<file path="src/rtl/prog_clk_div.sv">
// prog_clk_div: programmable clock divider with boundary-aligned divisor reload (status ports under PROG_CLK_DIV_STATUS_EN)
module prog_clk_div #(
  parameter int CNT_WIDTH   = 8,
  parameter int DEFAULT_DIV = 12
) (
  input  logic                 i_clk,
  input  logic                 i_reset,
  input  logic                 i_en,
  input  logic                 i_load,
  input  logic [CNT_WIDTH-1:0] i_div,
  output logic                 o_div_clk,
  output logic                 o_tick,
  output logic                 o_err
`ifdef PROG_CLK_DIV_STATUS_EN
  ,
  output logic [CNT_WIDTH-1:0] o_cnt,
  output logic                 o_pending
`endif
);
  localparam logic [CNT_WIDTH-1:0] DEF = CNT_WIDTH'(DEFAULT_DIV);
  logic [CNT_WIDTH-1:0] r_cnt, r_nact, r_pdiv;
  logic                 r_pend, r_div_clk, r_err;
  logic [CNT_WIDTH-1:0] w_cnt_nxt, w_nact_nxt;
  logic                 w_tick, w_ok, w_bad;
  // period end detect, load qualification and next counter/divisor
  always_comb begin
    w_tick     = i_en && (r_cnt == r_nact - 1'b1);
    w_ok       = i_load && (i_div >= CNT_WIDTH'(2));
    w_bad      = i_load && (i_div < CNT_WIDTH'(2));
    w_nact_nxt = w_tick ? (w_ok ? i_div : (r_pend ? r_pdiv : r_nact)) : r_nact;
    w_cnt_nxt  = w_tick ? '0 : r_cnt + CNT_WIDTH'(i_en);
  end
  // state update; o_div_clk is derived from the next counter so it lines up with r_cnt
  always_ff @(posedge i_clk) begin
    if (i_reset) begin
      r_cnt     <= '0;
      r_nact    <= DEF;
      r_pdiv    <= DEF;
      r_pend    <= 1'b0;
      r_div_clk <= 1'b0;
      r_err     <= 1'b0;
    end else begin
      r_cnt     <= w_cnt_nxt;
      r_nact    <= w_nact_nxt;
      r_pdiv    <= w_ok ? i_div : r_pdiv;
      r_pend    <= w_tick ? 1'b0 : (r_pend | w_ok);
      r_div_clk <= w_cnt_nxt >= (w_nact_nxt >> 1);
      r_err     <= w_bad;
    end
  end
  assign o_div_clk = r_div_clk;
  assign o_tick    = w_tick;
  assign o_err     = r_err;
`ifdef PROG_CLK_DIV_STATUS_EN
  assign o_cnt     = r_cnt;
  assign o_pending = r_pend;
`endif
endmodule

</file>
<file path="config.mk">
export PLATFORM = sky130hd
export DESIGN_NAME = prog_clk_div
export DESIGN_NICKNAME = d
export VERILOG_FILES = /design/src/rtl/prog_clk_div.sv
export SDC_FILE = /design/constraint.sdc
export NUM_CORES = 1
export LEC_CHECK = 0
export CAP_MARGIN = 20
export CORE_ASPECT_RATIO = 0.5
export CORE_MARGIN = 5
export CORE_UTILIZATION = 59
export CTS_BUF_LIST = sky130_fd_sc_hd__clkbuf_8
export DETAILED_ROUTE_END_ITERATION = 6
export PLACE_DENSITY = 0.92
export SETUP_SLACK_MARGIN = 0.02
export SYNTH_ARGS = -nofsm -noshare
export SYNTH_HDL_FRONTEND = slang
export SYNTH_SLANG_ARGS = --single-unit
</file>
<file path="constraint.sdc">
create_clock -name i_clk -period 4 [get_ports i_clk]
set_input_delay 0.8 -clock i_clk [delete_from_list [all_inputs] [get_ports i_clk]]
set_output_delay 0.8 -clock i_clk [all_outputs]
set_load 0.01 [all_outputs]
</file>
# Yosys cells after proc, flatten, opt, wreduce, memory -nomap -nowiden
# Index checks and enable logic that the tools add are counted.
[classes]
addsub = 2
n_mul = 0
div = 0
magnitude_cmp = 3
n_eq_ne = 1
shift = 0
n_mux = 4
bitwise_logic = 1
n_reduce_logical = 6
[ops]
columns = ["operator", "n"]
rows = [
  ["two-way mux 8 bit", 4],
  ["adder 8 x 1 -> 8 bit", 1],
  ["== test 8 bit", 1],
  ["greater-or-equal comparator 8 x 2 -> 1 bit, second input constant", 1],
  ["greater-or-equal comparator 8 x 7 -> 1 bit", 1],
  ["less-than comparator 8 x 2 -> 1 bit, second input constant", 1],
  ["subtractor 8 x 1 -> 8 bit, second input constant", 1],
  ["logical AND 1 bit", 3],
  ["AND reduction 2 bit", 1],
  ["nonzero test 2 bit", 1],
  ["OR reduction 2 bit", 1],
  ["OR 1 bit", 1],
]
[totals]
register_bits = 27
latchBits = 0
mem_bits_rw = 0
rom_bits = 0
in_bits = 12
wordCells = 24
n_memories = 0

# Longest topological paths before layout
[logic_depth]
ltp_word = 5
ltp_mapped = 15
depth_no_buf = 14

# Worst setup path after synthesis
# Ideal clock, no wire load.
[synth_timing]
path_kind = "input to register"
startpoint = "in i_load"
endpoint = "reg r_div_clk, in the netlist o_div_clk"
arrival_time_ps = 2798
required_time_ps = 3880
slack_ps = 1081
path_stages = 12
cell_sequence = "clkbuf_1 and2_1 clkbuf_1 o21ai_0 mux2_4 ha_1 nand2b_1 a21o_1 a21o_1 a21oi_1 o21ai_0 o2bb2ai_1"
[synth_between]
elab_chain_len = 4
[synth_lines]
columns = ["item", "line", "rtl"]
rows = [
  ["start: declaration", "9", "input logic i_load,"],
  ["logical AND 1 bit", "28", "w_ok = i_load && (i_div >= CNT_WIDTH'(2));"],
  ["two-way mux 8 bit (2 in series)", "30", "w_nact_nxt = w_tick ? (w_ok ? i_div : (r_pend ? r_pdiv : r_nact)) : r_nact;"],
  ["net w_nact_nxt[1]", "23", "logic [CNT_WIDTH-1:0] w_cnt_nxt, w_nact_nxt;"],
  ["greater-or-equal comparator 8 x 7 -> 1 bit", "47", "r_div_clk <= w_cnt_nxt >= (w_nact_nxt >> 1);"],
  ["end signal: assignment", "47", ""],
  ["end: declaration", "22", "logic r_pend, r_div_clk, r_err;"],
]
# The timed path passes the listed nets, and every way through them passes these cells.
# A chain may end at the register's enable or synchronous reset.

# Worst setup path after layout
[layout_timing]
startpoint = "reg r_nact[0]"
endpoint = "out o_tick"
[layout_between]
elab_chain_len = 3
[layout_lines]
columns = ["item", "line", "rtl"]
rows = [
  ["start: declaration", "21", "logic [CNT_WIDTH-1:0] r_cnt, r_nact, r_pdiv;"],
  ["start signal: assignment", "44", "r_nact <= w_nact_nxt;"],
  ["subtractor 8 x 1 -> 8 bit", "27", "w_tick = i_en && (r_cnt == r_nact - 1'b1);"],
  ["== test 8 bit", "27", ""],
  ["logical AND 1 bit", "27", ""],
  ["end: declaration", "12", "output logic o_tick,"],
]
# No other way between the ends.

==> impl_metrics.env <==
export IMPL_grt_max_degree=16
export IMPL_placed_area_sq_um=1725
export IMPL_combPwrFrac_pct=10.0
export IMPL_wl_per_cell_um=14.95
export IMPL_peakVddDrop_mv=0.3521
export IMPL_drc=0
export IMPL_path_class="reg2out"
export IMPL_cts_root_buf="clkbuf_8"
export IMPL_period_needed_ns=3.492
export IMPL_dp_slack_ns=0.5404
export IMPL_dp_hpwl_um=2579
export IMPL_slew_viol_final=0
export IMPL_cp_arrival_ns=2.69
export IMPL_routed_via_count=1315
export IMPL_cts_buffer_depth=2
export IMPL_swShare_pct=23.63
export IMPL_finalSetupViolations=0
export IMPL_initial_core_util_pct=61.15
export IMPL_die_y_um=46.61
export IMPL_syn_area_sq_um=1582
export IMPL_layout_drive_gt1_share_pct=7.853
export IMPL_htreeDepth=1
export IMPL_maxSlewHeadroom_pct=62.28
export IMPL_ys_warn_count=0
export IMPL_seq_area_frac_synth_pct=34.18
export IMPL_status="completed"
export IMPL_cts_resized=0
export IMPL_rsz0062_at_grt="no"
export IMPL_die_x_um=83.22
export IMPL_cap_violations=0
export IMPL_powerDensity_nw_per_um2=274.1
export IMPL_io_buffers=14
export IMPL_ios=15
export IMPL_antenna_found_initial=0
export IMPL_ys_ff_latch=27
export IMPL_drt_iter0_markers=56
export IMPL_ys_types=43
export IMPL_hold_violations=0
export IMPL_timing_fmax_ghz=0.2864
export IMPL_p_clk_share_pct=31.6
export IMPL_cts_tree="built"
export IMPL_wirelength_um=3408
export IMPL_synth_edf_count=0
export IMPL_syn_instance_count=180
export IMPL_critPathLaunchType="flip-flop"
export IMPL_async_reset_ff_share_pct=0
export IMPL_rr_worst_depth=14
export IMPL_synth_nets=202
export IMPL_globalRouteOverflowTotal=0
export IMPL_fin_nets=214
export IMPL_syn_avg_cell_area_sq_um=8.786
export IMPL_synth_flop_cell="dfxtp_1"
export IMPL_antenna_cells=0
export IMPL_clkTransAtPathRegs_ns=0.09
export IMPL_core_area_sq_um=2586
export IMPL_track_usage_pct=19.03
export IMPL_postCtsHoldBufs=0
export IMPL_design_area_sq_um=1772
export IMPL_worstPathMaxFanout=15
export IMPL_final_util_pct=68.51
export IMPL_clock_skew_ns=0.004771
export IMPL_critPathCaptureType="output port"
export IMPL_worst_pin_slew_ns=0.5658
export IMPL_whs_path_depth=2
export IMPL_seq_power_share_pct=58.3
export IMPL_worst_slack_ns=0.5082
export IMPL_drt_antenna_violating_nets=0
export IMPL_p_int_mw=0.3709
export IMPL_grt_pass1_vias=1308
export IMPL_vias_per_cell=5.768
export IMPL_area_growth_pct=12.03
export IMPL_setup_tns_ns=0
export IMPL_first_pass_iters=4
export IMPL_required_ns=3.20
export IMPL_min_period_over_period_pct=87.29
export IMPL_globalplace_congestion=0.7787
export IMPL_leakage_nw=0.8011
export IMPL_numCtsBuffers=3
export IMPL_grt_pass1_wl_um=5747
export IMPL_post_cts_setup_buffers=0
export IMPL_cts_sinks=27
export IMPL_hp_class="reg2reg"
export IMPL_rows=13
export IMPL_power_switching_mw=0.1148
export IMPL_clk_latency_ns=0.27
export IMPL_die_area_sq_um=3879
through the flow:
stage / power [mW] / hold slack (ns) / std cells
after floorplan: 0.3176 / 0.4300 / 180
after global placement: 0.3349 / 0.4402 / 224
after detailed placement: 0.3368 / 0.4503 / 224
after CTS: 0.4858 / 0.4628 / 228
after global routing: 0.5053 / 0.4955 / 228
final: 0.4857 / 0.4634 / 228
per-layer routing:
layer | global-route usage (%) | vias up | routed length, um
met5 | 0 | - | 0
met4 | 9.772 | 0 | 127
met3 | 4.643 | 14 | 211
met2 | 36.78 | 47 | 1608
met1 | 20.32 | 607 | 1461
li1 | - | 647 | -
power by group through the flow:
stage	logic [mW]	registers, mW	clock network (mW)
CTS	0.0484	0.283	0.154
global route	0.0537	0.284	0.167
detailed placement	0.0473	0.290	0
floorplan	0.0315	0.286	0
finish	0.0488	0.283	0.154
global placement	0.0458	0.289	0
path summary, 6_finish.rpt:
kind | from | to | slack (ns)
min | r_pdiv[7] | r_pdiv[7] | 0.46
max | r_nact[0] | o_tick | 0.51
min reg2reg | r_pdiv[7] | r_pdiv[7] | 0.46
max reg2reg | r_nact[0] | o_div_clk | 0.67
critical path, stage by stage (launching register included):
cell and delay [ns]:
dfxtp_1 0.38, inv_1 0.10, ha_1 0.16, nor3b_2 0.28, mux2i_1 0.26, o22ai_2 0.13
o221ai_4 0.46, inv_2 0.14, clkdlybuf4s50_1 0.51
flip-flops by register name, summed over array words and instances, names as in the netlist:
name / count
r_cnt: 8
r_pdiv: 8
r_pend: 1
o_err: 1
r_nact: 8
o_div_clk: 1
cells in the final DEF (no fill, tap or decap), types with 2 or more instances in the layout:
cell type / synthesis / layout
nand2_1: 24 / 24
mux2i_1: 14 / 14
xor2_1: 9 / 9
and2_1: 3 / 3
nor2_1: 20 / 20
nand4_1: 2 / 2
clkbuf_8: 0 / 3
dfxtp_1: 27 / 27
a21o_1: 5 / 5
xnor2_1: 3 / 3
a21oi_1: 9 / 9
nand2b_1: 2 / 2
o21ai_0: 8 / 8
and3_1: 4 / 4
ha_1: 10 / 10
inv_1: 3 / 3
clkdlybuf4s50_1: 0 / 14
nand3_1: 7 / 7
cell type report:
cell class / count / area, sq um
Multi-Input combinational cell: 142 / 983.4
Fill cell: 194 / 814.5
Sequential cell: 27 / 540.5
Timing Repair Buffer: 14 / 140.1
Tap cell: 37 / 46.29
Clock buffer: 3 / 41.29
Inverter: 4 / 15.01
Clock inverter: 1 / 5.005
synthesized netlist by cell type, drive strengths merged (2+ instances only):
cell	n	area [sq um]
nand2	25	96.35
nand4	2	12.51
and2	3	18.77
xnor2	3	26.28
nor2	20	75.07
clkbuf	3	11.26
dfxtp	27	540.5
nor3	2	15.01
a21o	5	37.54
a21oi	10	53.80
and3	4	25.02
xor2	9	78.83
mux2i	14	140.1
or2	2	12.52
nand3	7	35.03
buf	4	31.27
nor3b	2	20.02
nand2b	2	12.51
o21ai	9	45.04
inv	4	15.01
ha	10	125.1
cells by family (layout without fill, tap and decap cells):
kind of cell,after synthesis,in the layout,share of synthesized area (%)
compound gates,29,29,12.97
xor+xnor,13,13,8.070
fa+ha+maj,10,10,7.911
buf+inv,11,22,3.638
flops,27,27,34.18
mux,15,15,9.810
simple gates,75,75,23.42
No activity file was read; power rests on OpenSTA's default activity.
==> patch 1, RTL diff (config.mk and constraints unchanged) <==
Change the parameter `CNT_WIDTH` from 8 to 9.
--- a/src/rtl/prog_clk_div.sv
+++ b/src/rtl/prog_clk_div.sv
@@ -1,6 +1,6 @@
 // prog_clk_div: programmable clock divider with boundary-aligned divisor reload (status ports under PROG_CLK_DIV_STATUS_EN)
 module prog_clk_div #(
-  parameter int CNT_WIDTH   = 8,
+  parameter int CNT_WIDTH   = 9,
   parameter int DEFAULT_DIV = 12
 ) (
   input  logic                 i_clk,
Interface: changed (resized i_div); port bits go from 15 to 16. The function was not compared with the original's and may differ.
==> patch 1 against the original RTL <==
Wire length up 16%. Sequential cell count up 3. Via count up 16%. Power up 28%. Clock power up 60%. Cell area up 13%. Synthesized cell count up 14%. Area after synthesis up 11%. Setup slack better by 0.042 ns. Sequential power up 11%. Highest routed layer unchanged.
==> patch 1: results (changes against the original RTL) <==
### Power
- **relative contribution of the clock network to total power** 39.9%, +8.3 points
- **Internal** 0.472 mW, +27%
- **relative contribution of sequential cells to total power** 50.8%, -7.5 points

### Cells and area
- **Post-layout nets** 243, +14%
- **Seq. cell area** 601 um^2, +11%
- **leading registers by flop count** r_cnt: 9 flops, r_nact: 9 flops, r_pdiv: 9 flops
- **filler cell count** 201, +3.6%
- **count of plain and timing-repair buffers** 17, +3
- **fraction of standard cell area in multi-input logic** 54.1%, -1.4 points
- **share of the core filled with cells** 68.6%, +0.14 points
- **fin cells** 260, +14%
- **fraction of final layout cells sized beyond drive strength 1** 6.36%, -1.5 points
- **Layout non-clock buf frac** 8.22%, +0.31 points
- **multi-input gate count** 161, +13%

### Clock tree
- **Num CTS Buffers** 5, +2
- **clock latency reported for the late side of the worst-skew pair** 0.29 ns, +0.02 ns
- **post-CTS clock slew at the launch and capture registers of the worst setup and hold paths** 0.06 ns, -0.03 ns

### Worst setup path
- **endpoint arrival time on the critical path** 3.63 ns, +0.94 ns
- **CP peak stage delay** 0.48 ns, -0.03 ns
- **Crit path max-delay family** compound AO/OA/AOI/OAI gates

### Place
- **detailed placement HPWL** 2930 um, +14%
- **number of buffers added on ports** 15, +1
- **count of placed standard cells including taps** 252, +13%
- **Placer Congestion** 0.800, +2.7%
- **worst slack after detailed placement** 0.316 ns, -0.224 ns

### Yosys
- **sequential-to-total area share from yosys stat** 34.1%, -0.086 points
- **fraction of the mapped netlist area in compound gates** 10.9%, -2.0 points
- **Yosys reg bits** 30, +11%
- **arithmetic-cell share of the synthesized area counting full adders, half adders and majority gates** 7.81%, -0.099 points
- **Post-Synth XOR/XNOR Area** 8.95%, +0.88 points

### Global routing
- **global-route wire length before repair** 6730 um, +17%
- **largest net degree at the start of global routing** 22, +6

### Run status
- **status** complete, no violations

### Hold path
- **Endpoint, Worst Hold** r_pdiv[5]
- **Hold Startpoint** r_pdiv[5]

### Floorplan
- **area of the core region** 2930 um^2, +13%

### Routing
- **DR iter-0 viols** 85, +52%

## patch 1: cell families (layout without fill, tap and decap cells)
group | Yosys count | after routing
adders and majority gates | 11 | 11
xor gates and xnor gates | 18 | 18
DFF | 30 | 30
buffers and inverters | 15 | 29
AOI/OAI and AO/OA | 31 | 31
muxes | 16 | 16
and+or+nand+nor | 85 | 85
## patch 1: routing by layer
| metal | part of all wire (%) | wire [um] | vias up | global-route usage, % |
|---|---|---|---|---|
| met4 | 2.7 | 106 | 0 | 8.93 |
| li1 | - | - | 732 | - |
| met2 | 45 | 1770 | 67 | 31.1 |
| met3 | 9.5 | 378 | 16 | 6.27 |
| met1 | 43 | 1710 | 711 | 25.9 |
| met5 | 0 | 0 | - | 0 |
## patch 1: how the worst max path moves through the flow
stage | from | to | slack (ns)
CTS | i_en | o_div_clk | 0.56
floorplan | r_nact[3] | o_div_clk | 0.84
global route | i_div[4] | o_div_clk | 0.33
global placement | i_en | o_div_clk | 0.41
finish | i_en | o_div_clk | 0.55
detailed placement | i_en | o_div_clk | 0.32
==> patch 2, RTL diff (same flow settings) <==
Made on the original files. Remove the register `r_err`: a continuous assignment takes its place, so the output `o_err` follows one clock earlier.
--- a/src/rtl/prog_clk_div.sv
+++ b/src/rtl/prog_clk_div.sv
@@ -38,16 +38,16 @@
       r_pdiv    <= DEF;
       r_pend    <= 1'b0;
       r_div_clk <= 1'b0;
-      r_err     <= 1'b0;
     end else begin
       r_cnt     <= w_cnt_nxt;
       r_nact    <= w_nact_nxt;
       r_pdiv    <= w_ok ? i_div : r_pdiv;
       r_pend    <= w_tick ? 1'b0 : (r_pend | w_ok);
       r_div_clk <= w_cnt_nxt >= (w_nact_nxt >> 1);
-      r_err     <= w_bad;
     end
   end
+
+  assign r_err = w_bad;
   assign o_div_clk = r_div_clk;
   assign o_tick    = w_tick;
   assign o_err     = r_err;
Formal check against the unedited RTL: not equivalent (a bounded check fails within 4 cycles, from zero or initial values and one cycle with i_reset high).
==> patch 2 against the original RTL <==
Cell area grew 5.9%. Wire length grew 21%. Combinational power grew 7.6%. Power grew 14%. Area after synthesis grew 3.8%. Setup slack lost 0.21 ns. Sequential cell count shrank 1. Critical endpoint unchanged. Largest cell class unchanged.
==> patch 2: results (changes against the original RTL) <==
### Timing
- **worst slew margin relative to its limit** 60.7%, -1.6 points
- **clk_skew** 0.00154 ns, -0.00323 ns
- **final hold slack** 0.458 ns, -0.00537 ns

### Routing
- **overall via count from detail_route** 1,595, +21%
- **routed wire length** 4130 um, +21%
- **residual DRC count** 0, unchanged
- **detailed-routing iteration count for the pre-antenna-repair pass** 5, +1
- **DR iter-0 viols** 105, +88%

### Clock tree
- **number of H-tree levels** 1, unchanged
- **maximum root-to-sink buffer count** 2, unchanged
- **Num CTS Buffers** 3, unchanged
- **post-CTS clock slew at the launch and capture registers of the worst setup and hold paths** 0.10 ns
- **clock latency reported for the late side of the worst-skew pair** 0.28 ns
- **clock root buffer** clkbuf_8

### Cells and area
- **area added between synthesis and finish** 14.3%
- **leading registers by flop count** r_cnt: 8 flops, r_nact: 8 flops, r_pdiv: 8 flops
- **diode insertion count for antenna repair** 0, unchanged
- **fraction of final layout cells sized beyond drive strength 1** 5.48%, -2.4 points
- **filler cell count** 201, +3.6%
- **Post-layout nets** 242, +13%

### Power
- **static leakage power** 0.753 nW, -6.0%
- **combinational cell fraction of total power** 9.5%, -0.5 points
- **largest vdd supply drop** 0.000149 V, -58%
- **power spent charging and discharging nets** 0.126 mW, +9.4%

### Global routing
- **largest net degree at the start of global routing** 16, unchanged
- **Global Route Usage Sum** 22.4%, +3.4 points
- **global-route wire length before repair** 6880 um, +20%
- **met2 GRT Util** 40.4%, +3.7 points
- **initial antenna violation count** 0, unchanged
- **GRT met1 Usage** 26.4%, +6.1 points
- **routing usage on met3** 4.73%, +0.086 points
- **vias in the first global route** 1,524, +17%

### Yosys
- **total nets after synthesis** 230, +14%
- **cell types with the highest counts after synthesis** dfxtp_1, nor2_1, nand2_1
- **leading cell types by total area after synthesis** dfxtp_1, ha_1, nor2_1, nand2_1, o21ai_0
- **count of yosys warnings during synthesis** 0, unchanged
- **library cells used by synthesis** 48, +12%
- **sequential-to-total area share from yosys stat** 31.7%, -2.5 points

### Worst setup path
- **highest fanout seen on the critical path** 10, -5
- **R2R depth** 13, -1
- **Worst R2R Start** r_nact[3]
- **Max stage delay cell, worst path** clkdlybuf4s50_1
- **CP peak stage delay** 0.59 ns, +0.08 ns
- **terminus of the critical flop-to-flop path** o_div_clk
- **endpoint arrival time on the critical path** 2.90 ns, +0.21 ns
- **register-to-register setup slack** 0.48 ns, -0.19 ns
- **Crit path max-delay family** buffers and inverters
- **worst setup path endpoint** o_tick
- **launch point of the critical path** r_nact[0]

### Hold path
- **Hold Startpoint** r_pdiv[0]
- **Hold/Removal Path Class** reg -> reg
- **Cells on Worst Hold Path** 2, unchanged
- **Endpoint, Worst Hold** r_pdiv[0]

### Run status
- **status** complete, no violations

### Place
- **standard cell area after detailed placement** 1800 um^2, +4.1%
- **Placer Congestion** 0.848, +8.9%
- **number of buffers added on ports** 14, unchanged
- **detailed placement HPWL** 3010 um, +17%

[patch 2: cell types whose count changed after synthesis, moves of 6 or more]
cell     unedited run  this run
nand3_1             7        13
o21ai_0             8        16
a21oi_1             9        15
mux2i_1            14         7
nor2_1             20        26
[patch 2: kinds of logic after synthesis]
kind of cell | count (synthesis) | synth area share [%]
flip-flops | 26 | 31.7
AND/OR/NAND/NOR | 86 | 25.2
buffers and inverters | 14 | 3.73
adder cells (fa/ha/maj) | 10 | 7.62
multiplexers | 7 | 4.27
XOR/XNOR | 12 | 6.40
AO/OA/AOI/OAI | 53 | 21.1
[patch 2: per-layer routing]
| metal | vias to the layer above | share of wire, % |
|---|---|---|
| met5 | - | 0 |
| met3 | 28 | 6.4 |
| li1 | 760 | - |
| met4 | 0 | 4.8 |
| met1 | 738 | 44 |
| met2 | 69 | 45 |
[patch 2: what timing repair did]
action	CTS	global route
endpoints found under the setup margin	0	1
setup buffers	0	0
gates resized for setup	0	1
[patch 2: metrics by stage]
step                      setup WS, ns  power (mW)  util, %  std cells
after floorplan                  0.930       0.309        -        208
after global placement           0.537       0.328     68.2        252
after detailed placement         0.440       0.331     68.2        252
after CTS                        0.216       0.548     70.9        256
after global routing            0.0841       0.568     71.2        256
final                            0.297       0.551     71.2        256
[patch 2: final cells by class]
cell class | instances | share of cell area (%)
multi-input combinational | 168 | 56.9
clock buffer | 3 | 2.20
sequential | 26 | 27.8
inverter | 6 | 1.20
clock inverter | 1 | 1.60
tap | 37 | 2.47
timing repair buffer | 15 | 7.87
[patch 2: power by group through the flow]
stage                     clock network (mW)  registers, mW  logic, mW
after global placement                     0          0.279     0.0488
after detailed placement                   0          0.279     0.0516
after CTS                              0.223          0.273     0.0519
after floorplan                            0          0.276     0.0331
after global routing                   0.236          0.275     0.0573
final                                  0.225          0.273     0.0525
